--- src/rtl/axil_reg_slave_pkg.sv ---
// Shared AXI-Lite response codes and FSM state types for the register slave.
package axi_lite_pkg;

  typedef enum logic [1:0] {
    RESP_OKAY   = 2'b00,
    RESP_SLVERR = 2'b10
  } resp_t;

  typedef enum logic [1:0] {
    W_IDLE,
    W_GOT_A,
    W_GOT_D,
    W_RESP
  } wr_state_t;

  typedef enum logic {
    R_IDLE,
    R_RESP
  } rd_state_t;

endpackage

--- src/rtl/axil_reg_slave_bank.sv ---
// Register array with byte-strobe write port, asynchronous read mux and
// one-cycle per-register update strobes.
module axil_reg_bank #(
  parameter int unsigned          DATA_WIDTH = 32,
  parameter int unsigned          NUM_REGS   = 16,
  parameter logic [DATA_WIDTH-1:0] RESET_VAL = '0,
  localparam int unsigned         IDX_W      = $clog2(NUM_REGS),
  localparam int unsigned         STRB_W     = DATA_WIDTH / 8
) (
  input  logic                           clk_i,
  input  logic                           rst_i,
  input  logic                           we_i,
  input  logic [IDX_W-1:0]               widx_i,
  input  logic [DATA_WIDTH-1:0]          wdata_i,
  input  logic [STRB_W-1:0]              wstrb_i,
  input  logic [IDX_W-1:0]               ridx_i,
  output logic [DATA_WIDTH-1:0]          rdata_o,
  output logic [NUM_REGS*DATA_WIDTH-1:0] regs_o,
  output logic [NUM_REGS-1:0]            wr_pulse_o
);

  logic [DATA_WIDTH-1:0] mem_q [NUM_REGS];
  logic [NUM_REGS-1:0]   wr_pulse_q;

  always_ff @(posedge clk_i) begin
    if (rst_i) begin
      for (int unsigned i = 0; i < NUM_REGS; i++) mem_q[i] <= RESET_VAL;
      wr_pulse_q <= '0;
    end else begin
      wr_pulse_q <= '0;
      if (we_i) begin
        for (int unsigned b = 0; b < STRB_W; b++)
          if (wstrb_i[b]) mem_q[widx_i][b*8 +: 8] <= wdata_i[b*8 +: 8];
        wr_pulse_q[widx_i] <= 1'b1;
      end
    end
  end

  always_comb begin
    regs_o = '0;
    for (int unsigned i = 0; i < NUM_REGS; i++) regs_o[i*DATA_WIDTH +: DATA_WIDTH] = mem_q[i];
  end

  assign rdata_o    = mem_q[ridx_i];
  assign wr_pulse_o = wr_pulse_q;

endmodule

--- src/rtl/axil_reg_slave.sv ---
// AXI-Lite slave register bank; one outstanding write and one outstanding read.
// Optional AXIL_REG_PROT_CHECK_EN rejects unprivileged (AWPROT[0]=0) writes.
module axil_reg_slave
  import axi_lite_pkg::*;
#(
  parameter int unsigned           DATA_WIDTH = 32,
  parameter int unsigned           ADDR_WIDTH = 32,
  parameter int unsigned           NUM_REGS   = 16,
  parameter logic [DATA_WIDTH-1:0] RESET_VAL  = '0
) (
  input  logic                           ACLK,
  input  logic                           ARESET,
  input  logic [ADDR_WIDTH-1:0]          AWADDR,
  input  logic [2:0]                     AWPROT,
  input  logic                           AWVALID,
  output logic                           AWREADY,
  input  logic [DATA_WIDTH-1:0]          WDATA,
  input  logic [DATA_WIDTH/8-1:0]        WSTRB,
  input  logic                           WVALID,
  output logic                           WREADY,
  output logic [1:0]                     BRESP,
  output logic                           BVALID,
  input  logic                           BREADY,
  input  logic [ADDR_WIDTH-1:0]          ARADDR,
  input  logic                           ARVALID,
  output logic                           ARREADY,
  output logic [DATA_WIDTH-1:0]          RDATA,
  output logic [1:0]                     RRESP,
  output logic                           RVALID,
  input  logic                           RREADY,
  output logic [NUM_REGS*DATA_WIDTH-1:0] regs_q,
  output logic [NUM_REGS-1:0]            wr_pulse
);

  localparam int unsigned STRB_W = DATA_WIDTH / 8;
  localparam int unsigned LSB    = $clog2(STRB_W);
  localparam int unsigned IDX_W  = $clog2(NUM_REGS);

  function automatic logic addr_err(input logic [ADDR_WIDTH-1:0] a);
    logic [ADDR_WIDTH-1:0] hi;
    hi = a >> (LSB + IDX_W);
    return (32'(a[LSB +: IDX_W]) >= NUM_REGS) || (hi != '0);
  endfunction

  wr_state_t             wst_q, wst_d;
  logic [ADDR_WIDTH-1:0] awaddr_q;
  logic [2:0]            awprot_q;
  logic [DATA_WIDTH-1:0] wdata_q;
  logic [STRB_W-1:0]     wstrb_q;
  resp_t                 bresp_q;

  logic aw_hs, w_hs, commit, w_err, prot_err, bank_we;
  logic [ADDR_WIDTH-1:0] wa;
  logic [DATA_WIDTH-1:0] wd;
  logic [STRB_W-1:0]     ws;
  logic [2:0]            wp;

  assign AWREADY = ~ARESET & ((wst_q == W_IDLE) | (wst_q == W_GOT_D));
  assign WREADY  = ~ARESET & ((wst_q == W_IDLE) | (wst_q == W_GOT_A));
  assign aw_hs   = AWVALID & AWREADY;
  assign w_hs    = WVALID & WREADY;

  // The commit edge may coincide with the final handshake, so bypass the capture regs.
  assign wa = aw_hs ? AWADDR : awaddr_q;
  assign wp = aw_hs ? AWPROT : awprot_q;
  assign wd = w_hs  ? WDATA  : wdata_q;
  assign ws = w_hs  ? WSTRB  : wstrb_q;

`ifdef AXIL_REG_PROT_CHECK_EN
  assign prot_err = ~wp[0];
`else
  logic unused_prot;
  assign unused_prot = ^wp;
  assign prot_err    = 1'b0;
`endif

  always_comb begin
    wst_d = wst_q;
    case (wst_q)
      W_IDLE: begin
        if (aw_hs && w_hs) wst_d = W_RESP;
        else if (aw_hs)    wst_d = W_GOT_A;
        else if (w_hs)     wst_d = W_GOT_D;
      end
      W_GOT_A: if (w_hs)   wst_d = W_RESP;
      W_GOT_D: if (aw_hs)  wst_d = W_RESP;
      W_RESP:  if (BREADY) wst_d = W_IDLE;
      default:             wst_d = W_IDLE;
    endcase
  end

  assign commit  = (wst_q != W_RESP) && (wst_d == W_RESP);
  assign w_err   = addr_err(wa) | prot_err;
  assign bank_we = commit & ~w_err;

  always_ff @(posedge ACLK) begin
    if (ARESET) begin
      wst_q    <= W_IDLE;
      awaddr_q <= '0;
      awprot_q <= '0;
      wdata_q  <= '0;
      wstrb_q  <= '0;
      bresp_q  <= RESP_OKAY;
    end else begin
      wst_q <= wst_d;
      if (aw_hs) begin
        awaddr_q <= AWADDR;
        awprot_q <= AWPROT;
      end
      if (w_hs) begin
        wdata_q <= WDATA;
        wstrb_q <= WSTRB;
      end
      if (commit) bresp_q <= w_err ? RESP_SLVERR : RESP_OKAY;
    end
  end

  assign BVALID = (wst_q == W_RESP);
  assign BRESP  = bresp_q;

  rd_state_t             rst_q, rst_d;
  logic [DATA_WIDTH-1:0] rdata_q, bank_rdata;
  resp_t                 rresp_q;
  logic                  ar_hs, r_err;

  assign ARREADY = ~ARESET & (rst_q == R_IDLE);
  assign ar_hs   = ARVALID & ARREADY;
  assign r_err   = addr_err(ARADDR);

  always_comb begin
    rst_d = rst_q;
    case (rst_q)
      R_IDLE:  if (ar_hs)  rst_d = R_RESP;
      R_RESP:  if (RREADY) rst_d = R_IDLE;
      default:             rst_d = R_IDLE;
    endcase
  end

  always_ff @(posedge ACLK) begin
    if (ARESET) begin
      rst_q   <= R_IDLE;
      rdata_q <= '0;
      rresp_q <= RESP_OKAY;
    end else begin
      rst_q <= rst_d;
      if (ar_hs) begin
        rdata_q <= r_err ? '0 : bank_rdata;
        rresp_q <= r_err ? RESP_SLVERR : RESP_OKAY;
      end
    end
  end

  assign RVALID = (rst_q == R_RESP);
  assign RDATA  = rdata_q;
  assign RRESP  = rresp_q;

  axil_reg_bank #(
    .DATA_WIDTH (DATA_WIDTH),
    .NUM_REGS   (NUM_REGS),
    .RESET_VAL  (RESET_VAL)
  ) u_bank (
    .clk_i      (ACLK),
    .rst_i      (ARESET),
    .we_i       (bank_we),
    .widx_i     (wa[LSB +: IDX_W]),
    .wdata_i    (wd),
    .wstrb_i    (ws),
    .ridx_i     (ARADDR[LSB +: IDX_W]),
    .rdata_o    (bank_rdata),
    .regs_o     (regs_q),
    .wr_pulse_o (wr_pulse)
  );

endmodule

--- config.mk ---
export PLATFORM = sky130hd
export DESIGN_NAME = axil_reg_slave
export DESIGN_NICKNAME = d
export VERILOG_FILES = /design/src/rtl/axil_reg_slave_pkg.sv /design/src/rtl/axil_reg_slave_bank.sv /design/src/rtl/axil_reg_slave.sv
export SDC_FILE = /design/constraint.sdc
export NUM_CORES = 1
export LEC_CHECK = 0
export CAP_MARGIN = 15
export CORE_AREA = 2 2 263 265
export CTS_CLUSTER_DIAMETER = 100
export DETAILED_ROUTE_END_ITERATION = 7
export DIE_AREA = 0 0 265 267
export PLACE_DENSITY = 0.77
export SLEW_MARGIN = 20
export SYNTH_ARGS = -nofsm -noshare
export SYNTH_HDL_FRONTEND = slang
export SYNTH_SLANG_ARGS = --single-unit
--- constraint.sdc ---
create_clock -name ACLK -period 9.4 [get_ports ACLK]
set_clock_uncertainty 0.1 [all_clocks]
set_input_delay 1.88 -clock ACLK [delete_from_list [all_inputs] [get_ports ACLK]]
set_output_delay 1.88 -clock ACLK [all_outputs]
set_load 0.05 [all_outputs]
* Word-level counts from Yosys, hierarchy flattened
Memory sizes are Yosys's and may differ from the RTL's.
Cells that the tools add are included.
W data, S select, Z words.
** Storage, ports and cells
- Register bits :: 123
- RAM bits :: 512
- Bits of input ports :: 110
- Output and inout bits :: 569
- Logic and storage cells :: 78
- Memories :: 1
** Memories
- u_bank.mem_q :: depth 16, width 32, rd ports 17, clocked after Yosys merged registers in 0, wr ports 16, RTL line axil_reg_slave_bank.sv:22 : logic [DATA_WIDTH-1:0] mem_q [NUM_REGS];
** Cells by class
- Order comparisons :: 2
- Eq/ne operators :: 5
- Muxes and demuxes :: 39
- Bitwise operators :: 13
- Reduce and logical (&&, ||, !) cells :: 8
** Operator list (count)
- $mux W32 :: 4
- $reduce_bool A32 Y1 :: 2
- $reduce_or A32 Y1 :: 1
- $mux W1 :: 21
- $mux W2 :: 8
- $mux W4 :: 3
- $pmux W2 S4 :: 1
- $and A1 B1 Y1 :: 7
- $eq A2 B2 Y1 const B :: 3
- $lt A4 B5 Y1 const B :: 1
- $demux W1 S4 :: 1
- $ge A4 B1 Y1 const B :: 1
- $not A1 Y1 :: 4
- $logic_and A1 B1 Y1 :: 3
- $eq A2 B1 Y1 const B :: 1
- $logic_not A2 Y1 :: 1
- $ne A2 B2 Y1 const B :: 1
- $or A1 B1 Y1 :: 2
- $pmux W1 S2 :: 1
- $reduce_or A2 Y1 :: 1

* Depth between registers and ports, before layout
Gate-level depths: netlist of run 1.
- Depth in word-level cells :: 16
- Mapped depth :: 9
- Depth with buffers taken out :: 4

* Modules after synthesis
From an unflattened synthesis of run 1, not the netlist that was laid out.
** Unflattened totals
- Cell total of the unflattened synthesis :: 2023
- Area total of the unflattened synthesis :: 26685.6 sq um
** By module, submodules not included
- axil_reg_bank :: times used 1, cells each 1541, area an instance 22476.6 sq um, seq. area each 15695.1 sq um
- axil_reg_slave :: times used 1, cells each 482, area an instance 4209.0 sq um, seq. area each 2062.0 sq um

* Least setup slack after synthesis of run 1
No wires, ideal clock.
- Path kind :: input to output
- From :: input ARESET
- To :: output ARREADY
- Data arrival time :: 3.096 ns
- Required time :: 7.420 ns
- Setup slack :: 4.324 ns
- Stages :: 4
- Buffers on the path :: 3
- Path through :: buf_2 -> clkbuf_1 -> buf_1 -> nor2_1
** On the way
- Word-level cells in the longest chain between the ends :: 2
** Ends and longest elaborated chain
- from (decl) :: RTL line axil_reg_slave.sv:12 : input logic ARESET,
- $not A1 Y1 :: RTL line axil_reg_slave.sv:126 : assign ARREADY = ~ARESET & (rst_q == R_IDLE);
- $and A1 B1 Y1 :: RTL line axil_reg_slave.sv:126
- to (decl) :: RTL line axil_reg_slave.sv:26 : output logic ARREADY,
Every way passes these cells.

==> results.toml, run 1 <==
[status]
status = "finished, violations left"
violations = "design-rule violations"

[pwr]
p_total_mw = 7.13
leakage_nw = 12.4
combPwrFrac_pct = 15.6
clockPowerShare_pct = 39.8
swShare_pct = 28.5
power_frac_seq_pct = 44.6
ir_drop_mv = 0.143
p_switching_mw = 2.03
p_int_mw = 5.10
power_density_nw_per_um2 = 183

[timing]
slew_viol_final = 0
rsz0062_at_grt = "false"
period_minus_slack_ns = 5.33
relSlewSlack_pct = 21.6
hold_viol = 0
worst_pin_slew_ns = 1.17
setup_tns_ns = 0
max_freq_mhz = 188
whs_ns = 0.356
period_share_pct = 56.7
setup_viol = 0

[setup_path]
r2r-end = "u_bank.mem_q[1][10]$_SDFFCE_PN0P_"
crit_slowest_cell = "buf_12"
cpPeakStageDelay_ns = 0.71
cp_max_fo = 196
arrival_ns = 5.59
start_kind = "input port"
worstSetupPathType = "input port to register"
crit_chain = "clkdlybuf4s50_1 > or3b_4 > nand4_1 > o22a_4 > buf_12 > buf_4 > o31ai_1 > buf_4"
cp_num_cells = 8
cpMostUsedCell = "buf_4"
required_ns = 9.65
rrSetupSlack_ns = 5.44
crit_end = "u_bank.mem_q[1][10]$_SDFFCE_PN0P_"
crit_buf_inv = 4
endpoint_kind = "register"
worstReg2RegStart = "wst_q[0]$_SDFF_PP0_"
critical-path-top-delay-family = "buffers and inverters"
startpoint = "AWVALID"
worstRegToRegCells = 7

[yosys]
yosysWarnings = 0
synth_area_leader_cell = "edfxtp_1"
synth_area_per_cell_um2 = 13.3
synth-seq-cells = 631
postSynth.asyncResetShare_pct = 0
synthCells = 2200
synth_ff_type = "edfxtp_1"
synth_area_leaders = "edfxtp_1, nor4_1, mux4_2, dfxtp_1, clkbuf_1"
synth_top_area_share_pct = 52.5
ys_types = 41
synth_seq_area_share_pct = 60.7
syn_area_um2 = 29300
synth_edf_count = 512

[final_layout]
syn2layout_area_growth_pct = 33.4
utilization_pct = 57.4
layout-drive-gt1-share_pct = 14.9
nets = 2813

[cts]
clkTransAtPathRegs_ns = 0.06
clk_path_buf_depth = 3
cts.sink_count = 631
h-tree-depth = 3
clock-root-buffer = "clkbuf_16"
cts_buffers = 69
postCtsHoldBufs = 0
post_cts_resized = 0
postCtsSetupBuffers = 0
cts_tree = "done"
insertion_delay_ns = 0.62

[min_path]
hp-class = "register to register"
min_path_cells = 2

[global_route]
antenna_found_initial = 4
grt_pass1_wl_mm = 167
grt_pass1_vias = 23258
grt_use_total_pct = 32.5
grt_max_degree = 250
overflow = 0

[die]
io_pins = 679
die_width_um = 265
rows = 96
core-area_um2 = 68000
fp.dieH_um = 267
die_area_um2 = 70800
initial_core_util_pct = 43.0

[route]
first_pass_iters = 8
drc = 3
ant_nets = 0
routed_via_density = 6.72
wl_mm = 118
drt_iter0_markers = 3657
routedWlPerCell_um = 32.5
route.vias.total = 24482

[run]
drv_cap = 0

[place]
gp_congestion = 0.951
hpwl_mm = 83.4
port_buffers = 669
-- layout by cell type (no fill, tap or decap), types with 3 or more instances in the layout --
master	n
clkinv_2	7
clkbuf_8	5
nor4_2	7
nand2b_1	5
clkdlybuf4s50_1	666
a21oi_4	4
diode_2	4
bufinv_16	10
clkinv_4	4
a22oi_1	64
inv_1	4
clkinv_1	8
mux2i_4	7
nor4bb_1	12
clkbuf_16	69
o31ai_2	11
a22o_1	32
nor4b_1	9
mux2i_1	6
nor2b_1	3
buf_4	76
and2_1	34
a21oi_1	30
nor3_1	25
mux4_2	128
edfxtp_1	512
inv_6	5
nor2_1	10
nand4b_1	8
nand2_1	98
nand4_1	9
mux2_2	51
nor4_1	523
clkbuf_1	15
dfxtp_1	119
nand3_1	92
buf_12	6
o31ai_1	53
-- logic make-up after synthesis --
family / share of synthesized area [%]
buffers and inverters: 4.89
AND/OR/NAND/NOR: 17.1
flip-flops: 60.7
AO/OA/AOI/OAI: 5.05
multiplexers: 12.3
other: 0.0128
-- through the flow --
stage / area (um2) / worst slack (ns) / cells
after global routing: 39000 / 3.89 / 3642
after detailed placement: 36600 / 3.39 / 3512
after floorplan: 29300 / 4.32 / 2201
after CTS: 39000 / 4.04 / 3637
final: 39000 / 4.07 / 3643
after global placement: 36500 / 3.42 / 3509
-- worst min-delay path by stage --
stage	startpoint	to	slack [ns]
after global placement	awaddr_q[29]$_SDFF_PP0_	awaddr_q[29]$_SDFF_PP0_	0.35
after detailed placement	awaddr_q[8]$_SDFF_PP0_	awaddr_q[8]$_SDFF_PP0_	0.35
after global routing	awaddr_q[8]$_SDFF_PP0_	awaddr_q[8]$_SDFF_PP0_	0.37
after floorplan	awaddr_q[31]$_SDFF_PP0_	awaddr_q[31]$_SDFF_PP0_	0.34
final	awaddr_q[8]$_SDFF_PP0_	awaddr_q[8]$_SDFF_PP0_	0.36
after CTS	awaddr_q[8]$_SDFF_PP0_	awaddr_q[8]$_SDFF_PP0_	0.36
-- layout make-up --
type / instances / area [um2]
diodes: 4 / 10.0
clock buffers: 88 / 1840
clock inverters: 37 / 509
fillers: 5196 / 28900
inverters: 5 / 23.8
multi-input cells: 1241 / 10300
flip-flops and latches: 631 / 17800
well taps: 882 / 1100
repair buffers: 755 / 7470
-- power by group through the flow --
| stage | Sequential (mW) | Clock (mW) | Combinational (mW) |
|---|---|---|---|
| CTS | 3.18 | 2.84 | 1.10 |
| floorplan | 3.48 | 0 | 0.436 |
| global route | 3.18 | 2.95 | 1.15 |
| detailed placement | 3.23 | 0 | 1.10 |
| global placement | 3.23 | 0 | 1.08 |
| finish | 3.18 | 2.84 | 1.12 |
-- worst min-delay path, stage by stage, from the launching register on --
cell and delay (ns):
dfxtp_1 0.31, nand2_1 0.05, a21oi_1 0.05
-- synthesized netlist by cell type, types with 32 or more instances --
cell and number:
edfxtp_1 512, mux4_2 128, nor4_1 523, a22o_1 32, dfxtp_1 119, and2_1 34
a22oi_1 64, buf_2 85, o31ai_1 65, nand2_1 98, a21oi_1 34, mux2_2 51
nand3_1 92, clkbuf_1 219
-- flip-flops by register name, summed over array words and instances, names as in the netlist --
register	count
awaddr_q	30
wstrb_q	4
RDATA	32
wdata_q	32
BRESP	1
u_bank.mem_q	512
RVALID	1
RRESP	1
wst_q	2
u_bank.wr_pulse_o	16
-- per-layer routing --
layer,GRT usage (%),wire (um),up-vias
li1,-,-,10038
met1,39.4,39300,11977
met2,53.6,57100,2125
met3,8.95,15300,340
met4,15.9,6730,2
met5,0,13,-
Power figures use the tool's default switching activity.
==> inputs of run 2 (changes only) <==
--- a/config.mk
+++ b/config.mk
@@ -6,10 +6,10 @@
 export NUM_CORES = 1
 export LEC_CHECK = 0
 export CAP_MARGIN = 15
-export CORE_AREA = 2 2 263 265
+export CORE_AREA = 2 2 265 267
 export CTS_CLUSTER_DIAMETER = 100
 export DETAILED_ROUTE_END_ITERATION = 7
-export DIE_AREA = 0 0 265 267
+export DIE_AREA = 0 0 267 269
 export PLACE_DENSITY = 0.77
 export SLEW_MARGIN = 20
 export SYNTH_ARGS = -nofsm -noshare
==> constraint.sdc (replaced) <==
create_clock -name ACLK -period 5.2 [get_ports ACLK]
set_clock_uncertainty 0.1 [all_clocks]
set_input_delay 1.04 -clock ACLK [delete_from_list [all_inputs] [get_ports ACLK]]
set_output_delay 1.04 -clock ACLK [all_outputs]
set_load 0.05 [all_outputs]
==> run 2 against run 1 <==
  * The run now ends clean
  * Sequential power grew 81%
  * Cell area increased by 1.7%
  * Final cell count is 3.6% higher
  * Sequential share of layout area is 0.75 points lower
  * Die area is 1.5% higher
  * Critical path depth shrank 2
  * First-iteration DRC count is 3.7% higher
  * Hold slack barely moved
  * Count of clock-buffer cells in the layout up 2
  * Clock power grew 83%
  * Setup slack got worse by 2.8 ns
  * Register-to-register slack lost 3.6 ns
  * Critical endpoint is now u_bank.mem_q[1][8]$_SDFFCE_PN0P_
  * Largest cell class unchanged
==> results.toml, run 2 (same netlist as run 1, synthesis figures left out) <==
[setup_path]
r2r-end = "u_bank.mem_q[1][8]$_SDFFCE_PN0P_"
startpoint = "AWVALID"
worstRegToRegCells = 5
cp_max_fo = 76
arrival_ns = 4.19
required_ns = 5.44
worstReg2RegStart = "wst_q[0]$_SDFF_PP0_"
endpoint_kind = "register"
start_kind = "input port"
crit_end = "u_bank.mem_q[1][8]$_SDFFCE_PN0P_"
worstSetupPathType = "input port to register"
rrSetupSlack_ns = 1.80

[die]
core-area_um2 = 69300
die_width_um = 267
rows = 97
die_area_um2 = 71800
fp.dieH_um = 269
initial_core_util_pct = 42.2
io_pins = 679

[cts]
postCtsSetupBuffers = 0
cts_tree = "done"
clk_path_buf_depth = 3
clock-root-buffer = "clkbuf_16"
h-tree-depth = 3
post_cts_resized = 0
cts.sink_count = 631
postCtsHoldBufs = 0
cts_buffers = 68
insertion_delay_ns = 0.62
clkTransAtPathRegs_ns = 0.06

[timing]
rsz0062_at_grt = "false"
setup_viol = 0
period_share_pct = 76.0
relSlewSlack_pct = 26.2
hold_viol = 0
worst_pin_slew_ns = 1.11
slew_viol_final = 0
setup_tns_ns = 0
period_minus_slack_ns = 3.95
max_freq_mhz = 253

[run]
drv_cap = 0

[route]
wl_mm = 121
route.vias.total = 24878
drt_iter0_markers = 3791
first_pass_iters = 5
drc = 0
routedWlPerCell_um = 32.0
routed_via_density = 6.59
ant_nets = 0

[min_path]
hp-class = "register to register"

[global_route]
grt_pass1_vias = 23664
overflow = 0
grt_pass1_wl_mm = 169
grt_use_total_pct = 32.7
antenna_found_initial = 3
grt_max_degree = 131

[final_layout]
utilization_pct = 57.3
mostFrequentLayoutCells = "clkdlybuf4s50_1, nor4_1, edfxtp_1"
syn2layout_area_growth_pct = 35.7
regMostFlops = "u_bank.mem_q"
largest_reg_flops = 512
final_common_cell = "clkdlybuf4s50_1"
multi_input_area_um2 = 10300
layout-drive-gt1-share_pct = 16.8
seq_area_um2 = 17800
nFillCells = 5344
nets = 2885

[pwr]
p_total_mw = 13.0
ir_drop_mv = 0.220
leakage_nw = 12.8
power_density_nw_per_um2 = 328

[status]
status = "completed"

[place]
port_buffers = 669
hpwl_mm = 86.5
gp_congestion = 0.935
[run 2: cell count changes in the layout (fill, tap and decap cells not counted), moves of 3 or more]
| cell | before | now |
|---|---|---|
| buf_4 | 76 | 145 |
| o31ai_1 | 53 | 63 |
| o31ai_2 | 11 | 2 |
| buf_12 | 6 | 12 |
| clkinv_4 | 4 | 0 |
| clkinvlp_4 | 1 | 4 |
[run 2: layout make-up]
cell class,instances,area share (%)
flip-flops and latches,631,44.7
inverters,5,0.0599
clock buffers,90,4.75
repair buffers,828,20.4
well taps,940,2.96
clock inverters,34,1.23
diodes,4,0.0252
multi-input cells,1241,25.9
[run 2: per-stage QoR]
stage / instance area (um2) / std cells / setup slack [ns] / hold slack (ns)
after global placement: 37300 / 3643 / 0.736 / 0.347
after CTS: 39700 / 3768 / 1.32 / 0.356
after floorplan: 29300 / 2201 / 1.50 / 0.336
final: 39700 / 3773 / 1.25 / 0.356
after detailed placement: 37300 / 3644 / 0.704 / 0.349
after global routing: 39700 / 3772 / 1.08 / 0.374
[run 2: critical path: stages]
cell and delay, ns:
clkdlybuf4s50_1 0.50, or3b_4 0.46, o31a_2 0.57, buf_4 0.73, buf_4 0.65, nor4_1 0.15
[run 2: power breakdown]
group          internal, mW  switching (mW)  total [mW]
Combinational         0.649            1.45        2.10
Sequential             5.61           0.143        5.75
Clock                  3.12            2.07        5.19
Total                  9.37            3.67        13.0
[run 2: metal layers]
layer	GRT usage, %	vias to the layer above	share of wire (%)
met5	0	-	0
met4	21.7	0	7.2
met3	7.81	402	12
met2	52.9	2260	47
met1	39.3	12022	33
li1	-	10194	-
[run 2: worst min path at each step]
stage | from | to | slack (ns) | depth (start not counted)
after floorplan | awaddr_q[31]$_SDFF_PP0_ | awaddr_q[31]$_SDFF_PP0_ | 0.34 | 2
after global placement | awaddr_q[6]$_SDFF_PP0_ | awaddr_q[6]$_SDFF_PP0_ | 0.35 | 2
after detailed placement | awaddr_q[24]$_SDFF_PP0_ | awaddr_q[24]$_SDFF_PP0_ | 0.35 | 2
after CTS | awaddr_q[24]$_SDFF_PP0_ | awaddr_q[24]$_SDFF_PP0_ | 0.36 | 2
after global routing | awaddr_q[8]$_SDFF_PP0_ | awaddr_q[8]$_SDFF_PP0_ | 0.37 | 2
final | awaddr_q[24]$_SDFF_PP0_ | awaddr_q[24]$_SDFF_PP0_ | 0.36 | 2
